## src/rtl/kbd_pkg.sv

```systemverilog
// Shared types and constants for the PS/2 keyboard controller (host transmit side).
package kbd_pkg;
  typedef enum logic [2:0] {
    S_IDLE, S_INHIBIT, S_REQ, S_DATA, S_ACK, S_WAIT_IDLE, S_ERR
  } tx_state_e;

  localparam logic [1:0] ERR_OK      = 2'b00;
  localparam logic [1:0] ERR_NORESP  = 2'b01;
  localparam logic [1:0] ERR_TIMEOUT = 2'b10;
  localparam logic [1:0] ERR_NACK    = 2'b11;

  localparam logic [7:0] CMD_SET_LED = 8'hED;
  localparam logic [7:0] CMD_ECHO    = 8'hEE;
  localparam logic [7:0] CMD_RESET   = 8'hFF;

  localparam int CNT_W = 20;

  // Frame as shifted out LSB first: data, odd parity, stop.
  function automatic logic [9:0] tx_frame(input logic [7:0] d);
    return {1'b1, ~^d, d};
  endfunction
endpackage

```

## src/rtl/ps2_line_sync.sv

```systemverilog
// One PS/2 line: 2-FF synchronizer, consecutive-sample glitch filter, registered fall pulse.
module ps2_line_sync #(
  parameter int P_FILT_LEN = 8
) (
  input  logic clk_i,
  input  logic rst_i,
  input  logic line_i,
  output logic level_o,
  output logic fall_o
);
  localparam int FW = $clog2(P_FILT_LEN + 1);

  logic [1:0]    sync_q;
  logic [FW-1:0] cnt_q;
  logic          level_q;
  logic          fall_q;

  // A new level is accepted only after P_FILT_LEN samples in a row disagree with the current one.
  always_ff @(posedge clk_i) begin
    if (rst_i) begin
      sync_q  <= 2'b11;
      cnt_q   <= '0;
      level_q <= 1'b1;
      fall_q  <= 1'b0;
    end else begin
      sync_q <= {sync_q[0], line_i};
      fall_q <= 1'b0;
      if (sync_q[1] == level_q) begin
        cnt_q <= '0;
      end else if (cnt_q == FW'(P_FILT_LEN - 1)) begin
        cnt_q   <= '0;
        level_q <= sync_q[1];
        fall_q  <= level_q;
      end else begin
        cnt_q <= cnt_q + FW'(1);
      end
    end
  end

  assign level_o = level_q;
  assign fall_o  = fall_q;
endmodule

```

## src/rtl/ps2_host_tx.sv

```systemverilog
// PS/2 host-to-device transmitter: inhibit, request-to-send, clock out one byte, check ACK.
module ps2_host_tx
  import kbd_pkg::*;
#(
  parameter int P_INHIBIT_CYC  = 5000,
  parameter int P_RESP_TO_CYC  = 750000,
  parameter int P_FRAME_TO_CYC = 100000,
  parameter int P_FILT_LEN     = 8
) (
  input  logic       clk_i,
  input  logic       rst_i,
  input  logic [7:0] tx_data_i,
  input  logic       tx_en_i,
  output logic       tx_busy_o,
  output logic       tx_done_o,
  output logic [1:0] tx_err_o,
  input  logic       ps2_clk_i,
  input  logic       ps2_dat_i,
  output logic       ps2_clk_oe_o,
  output logic       ps2_dat_oe_o
);
  localparam logic [CNT_W-1:0] INH_LAST  = CNT_W'(P_INHIBIT_CYC - 1);
  localparam logic [CNT_W-1:0] RESP_LIM  = CNT_W'(P_RESP_TO_CYC);
  localparam logic [CNT_W-1:0] FRAME_LIM = CNT_W'(P_FRAME_TO_CYC);

  tx_state_e        state_q, state_d;
  logic [CNT_W-1:0] cnt_q;
  logic [9:0]       sh_q, sh_d;
  logic [3:0]       nfall_q, nfall_d;
  logic [1:0]       err_q, err_d;
  logic             clk_oe_q, clk_oe_d;
  logic             dat_oe_q, dat_oe_d;
  logic             done;
  logic             clk_lvl, clk_fall, dat_lvl, dat_fall_unused;

  ps2_line_sync #(.P_FILT_LEN(P_FILT_LEN)) u_clk_sync (
    .clk_i(clk_i), .rst_i(rst_i), .line_i(ps2_clk_i), .level_o(clk_lvl), .fall_o(clk_fall)
  );
  ps2_line_sync #(.P_FILT_LEN(P_FILT_LEN)) u_dat_sync (
    .clk_i(clk_i), .rst_i(rst_i), .line_i(ps2_dat_i), .level_o(dat_lvl), .fall_o(dat_fall_unused)
  );

  always_ff @(posedge clk_i) begin
    if (rst_i) begin
      state_q  <= S_IDLE;
      sh_q     <= '0;
      nfall_q  <= '0;
      err_q    <= ERR_OK;
      clk_oe_q <= 1'b0;
      dat_oe_q <= 1'b0;
    end else begin
      state_q  <= state_d;
      sh_q     <= sh_d;
      nfall_q  <= nfall_d;
      err_q    <= err_d;
      clk_oe_q <= clk_oe_d;
      dat_oe_q <= dat_oe_d;
    end
  end

  // DATA->ACK keeps counting so the frame timeout spans first fall through the ACK edge.
  always_ff @(posedge clk_i) begin
    if (rst_i) begin
      cnt_q <= '0;
    end else if (state_d != state_q && !(state_q == S_DATA && state_d == S_ACK)) begin
      cnt_q <= '0;
    end else if (cnt_q != '1) begin
      cnt_q <= cnt_q + CNT_W'(1);
    end
  end

  always_comb begin
    state_d  = state_q;
    sh_d     = sh_q;
    nfall_d  = nfall_q;
    err_d    = err_q;
    clk_oe_d = clk_oe_q;
    dat_oe_d = dat_oe_q;
    done     = 1'b0;
    case (state_q)
      S_IDLE: begin
        if (tx_en_i) begin
          sh_d     = tx_frame(tx_data_i);
          err_d    = ERR_OK;
          nfall_d  = '0;
          clk_oe_d = 1'b1;
          state_d  = S_INHIBIT;
        end
      end
      S_INHIBIT: begin
        clk_oe_d = 1'b1;
        if (cnt_q == INH_LAST) begin
          dat_oe_d = 1'b1;
          state_d  = S_REQ;
        end
      end
      S_REQ: begin
        clk_oe_d = 1'b0;
        dat_oe_d = 1'b1;
        if (clk_fall) begin
          dat_oe_d = ~sh_q[0];
          sh_d     = {1'b0, sh_q[9:1]};
          nfall_d  = 4'd1;
          state_d  = S_DATA;
        end else if (cnt_q > RESP_LIM) begin
          err_d    = ERR_NORESP;
          dat_oe_d = 1'b0;
          state_d  = S_ERR;
        end
      end
      S_DATA: begin
        if (cnt_q > FRAME_LIM) begin
          err_d    = ERR_TIMEOUT;
          clk_oe_d = 1'b0;
          dat_oe_d = 1'b0;
          state_d  = S_ERR;
        end else if (clk_fall) begin
          // Fall 10 shifts out the stop bit (1), which releases the data line.
          dat_oe_d = ~sh_q[0];
          sh_d     = {1'b0, sh_q[9:1]};
          nfall_d  = nfall_q + 4'd1;
          if (nfall_q == 4'd9) state_d = S_ACK;
        end
      end
      S_ACK: begin
        if (cnt_q > FRAME_LIM) begin
          err_d    = ERR_TIMEOUT;
          clk_oe_d = 1'b0;
          dat_oe_d = 1'b0;
          state_d  = S_ERR;
        end else if (clk_fall) begin
          err_d   = dat_lvl ? ERR_NACK : ERR_OK;
          state_d = S_WAIT_IDLE;
        end
      end
      S_WAIT_IDLE: begin
        if (clk_lvl && dat_lvl) begin
          done    = 1'b1;
          state_d = S_IDLE;
        end
      end
      S_ERR: begin
        clk_oe_d = 1'b0;
        dat_oe_d = 1'b0;
        done     = 1'b1;
        state_d  = S_IDLE;
      end
      default: state_d = S_IDLE;
    endcase
  end

  assign tx_busy_o    = (state_q != S_IDLE);
  assign tx_done_o    = done;
  assign tx_err_o     = err_q;
  assign ps2_clk_oe_o = clk_oe_q;
  assign ps2_dat_oe_o = dat_oe_q;
endmodule
```

## config.mk

```make
export PLATFORM = sky130hd
export DESIGN_NAME = ps2_host_tx
export DESIGN_NICKNAME = d
export VERILOG_FILES = /design/src/rtl/kbd_pkg.sv /design/src/rtl/ps2_line_sync.sv /design/src/rtl/ps2_host_tx.sv
export SDC_FILE = /design/constraint.sdc
export NUM_CORES = 1
export LEC_CHECK = 0
export ABC_AREA = 1
export BUFFER_PORTS_ARGS = -buffer_cell sky130_fd_sc_hd__clkbuf_2
export CAP_MARGIN = 20
export CORE_MARGIN = 2
export CORE_UTILIZATION = 30
export DETAILED_ROUTE_END_ITERATION = 12
export PLACE_DENSITY = 0.49
export SYNTH_ARGS = -nofsm -noshare
export SYNTH_HDL_FRONTEND = slang
export SYNTH_HIERARCHICAL = 1
export SYNTH_SLANG_ARGS = --single-unit
export TNS_END_PERCENT = 50
```

## constraint.sdc

```tcl
create_clock -name clk_i -period 2.5 [get_ports clk_i]
set_clock_uncertainty 0.1 [all_clocks]
set_input_delay 0.25 -clock clk_i [delete_from_list [all_inputs] [get_ports clk_i]]
set_output_delay 0.25 -clock clk_i [all_outputs]
set_load 0.02 [all_outputs]
```

==> results.py <==
metrics = {
    "grt": {
        "grt_max_degree": 21,
        "antenna_found_initial": 0,
        "track_usage": 0.139,
        "globalRoute.totalOverflow": 0,
        "first_global_vias": 2844,
        "grt_pass1_wl_um": 13100,
    },
    "clock_network": {
        "htreeDepth": 2,
        "cts.sinks": 56,
        "path_clk_slew_ps": 110,
        "clockBufferDepth": 2,
        "cts-buffers-inserted": 5,
        "cts_root_buffer": "clkbuf_8",
        "cts_tree": "done",
        "clock_latency_ps": 330,
    },
    "final_layout": {
        "area_delta_synth_final_pct": 10.8,
        "diodes": 0,
        "final_common_cell": "nand2_1",
        "final_cell_mix": "91 x nand2_1, 56 x dfxtp_1, 48 x inv_1",
        "final_nets": 508,
        "layout-drive-gt1-share": 0.200,
    },
    "placed_design": {
        "pre_cts_ws_ps": 195,
        "port_buffers": 18,
        "hpwlAfterDp_um": 5660,
        "place.gp.congestion": 0.858,
    },
    "critical_path": {
        "critPathLaunchType": "register",
        "worst-setup-path-type": "register to register",
        "critPathMaxFanout": 7,
        "worst-r2r-cell-count": 9,
        "rr_endpoint": "cnt_q[19]",
        "crit_start": "cnt_q[0]",
        "timing.rr.start": "cnt_q[0]",
        "end_kind": "register",
        "critPathCapture": "cnt_q[19]",
        "required_ps": 2670,
        "critPathArrivalTime_ps": 2470,
        "reg2reg_slack_ps": 200,
    },
    "sta": {
        "finalHoldViolations": 0,
        "finalSetupViolations": 0,
        "timing.final.crit_share": 0.919,
        "min_period_ps": 2300,
        "relSlewSlack": 0.672,
        "worst_slack_ps": 203,
        "rsz0062_at_grt": "no",
        "tightest_slew_ps": 489,
        "max_freq_mhz": 435,
        "report.final.slew_viol_count": 0,
        "fin_tns_setup_ps": 0,
    },
    "power": {
        "switching_share": 0.283,
        "p_sw_uw": 474,
        "p_per_area_nw_per_um2": 456,
        "ir_drop_uv": 226,
        "p_int_mw": 1.20,
        "pwr-share-seq": 0.564,
        "p_leak_nw": 1.51,
        "comb_power_share": 0.111,
        "power_mw": 1.67,
        "pwr-share-clk": 0.325,
    },
    "logic_synthesis": {
        "synth.avg_cell_area_um2": 7.09,
        "ys_warn_count": 6,
        "syn_nets": 487,
        "syn_inst": 467,
        "syn-cell-area_um2": 3310,
    },
    "route": {
        "viasPerCell": 4.71,
        "ant_nets": 0,
        "vias": 2961,
        "first_pass_iters": 4,
        "drt-total-wl_um": 7460,
        "drt_iter0_markers": 204,
        "avgRoutedWirePerCell_um": 11.9,
        "drc_errors": 0,
    },
    "floorplan": {
        "dieArea_um2": 11900,
        "rows": 38,
        "die_w_um": 109,
        "pin_count": 19,
        "start_util": 0.307,
        "fp.dieH_um": 109,
        "core_area_um2": 10800,
    },
    "run": {
        "maxCapViolations": 0,
    },
    "hold_path": {
        "hold_class": "input port to register",
    },
    "status": {
        "status": "completed",
    },
}
worst min path at each step:
stage                          from              endpoint  slack (ps)  depth (start not counted)
6_report               tx_data_i[3]               sh_q[3]          80                          3
5_1_grt                tx_data_i[3]               sh_q[3]          90                          3
4_1_cts                tx_data_i[3]               sh_q[3]          70                          3
3_5_place_dp   u_clk_sync/sync_q[0]  u_clk_sync/sync_q[1]         290                          1
3_3_place_gp   u_dat_sync/sync_q[0]  u_dat_sync/sync_q[1]         290                          1
2_1_floorplan             ps2_clk_i  u_clk_sync/sync_q[0]         250                          1
power by group through the flow:
stage | logic, mW | clock network [mW] | registers [mW]
2_1_floorplan | 0.132 | 0 | 0.966
3_3_place_gp | 0.183 | 0 | 0.963
3_5_place_dp | 0.185 | 0 | 0.964
4_1_cts | 0.189 | 0.575 | 0.944
5_1_grt | 0.212 | 0.607 | 0.949
6_report | 0.186 | 0.544 | 0.944
worst max-delay path, cell delays in order (launching register included):
cell	delay (ps)
dfxtp_1	400
ha_1	240
inv_1	80
nor2_2	160
nand2_1	120
nor4_1	380
nand2_1	240
inv_1	310
nor2_1	110
nor2_2	100
routing by layer:
layer  track usage  vias to the layer above  part of all wire
met5             0                        -                 0
met4        0.0504                        0             0.019
met3        0.0227                        9             0.029
met2         0.228                       44              0.47
met1         0.182                     1350              0.48
li1              -                     1558                 -
registers in the layout, indices dropped and copies added (netlist names):
signal,count
u_clk_sync/sync_q,2
state_q,3
u_dat_sync/level_o,1
u_dat_sync/sync_q,2
u_dat_sync/cnt_q,4
u_clk_sync/cnt_q,4
nfall_q,4
tx_err_o,2
sh_q,10
u_clk_sync/level_o,1
u_clk_sync/fall_o,1
cnt_q,20
ps2_clk_oe_o,1
ps2_dat_oe_o,1
layout make-up:
cell class | count | area, um^2
Sequential cell | 56 | 1120
Timing Repair Buffer | 25 | 160
Clock buffer | 5 | 68.8
Fill cell | 1132 | 7120
Tap cell | 140 | 175
Inverter | 58 | 219
Multi-Input combinational cell | 342 | 1900
Clock inverter | 3 | 25.0
stage by stage:
stage | cell area, um^2 | instances | utilization | hold slack, ps
after floorplan | 3310 | 467 | - | 254
after global placement | 3550 | 619 | 0.329 | 291
after detailed placement | 3550 | 619 | 0.329 | 294
after CTS | 3660 | 629 | 0.340 | 74.7
after global routing | 3670 | 629 | 0.340 | 91.6
final | 3670 | 629 | 0.340 | 83.8
what timing repair did:
action / in CTS / in global routing
buffers inserted: 0 / 0
setup endpoints to repair: 0 / 20
hold buffers: 2 / 0
gates resized for setup: 0 / 1
hold endpoints to repair: 2 / 0
No activity file was read; power rests on OpenSTA's default activity.
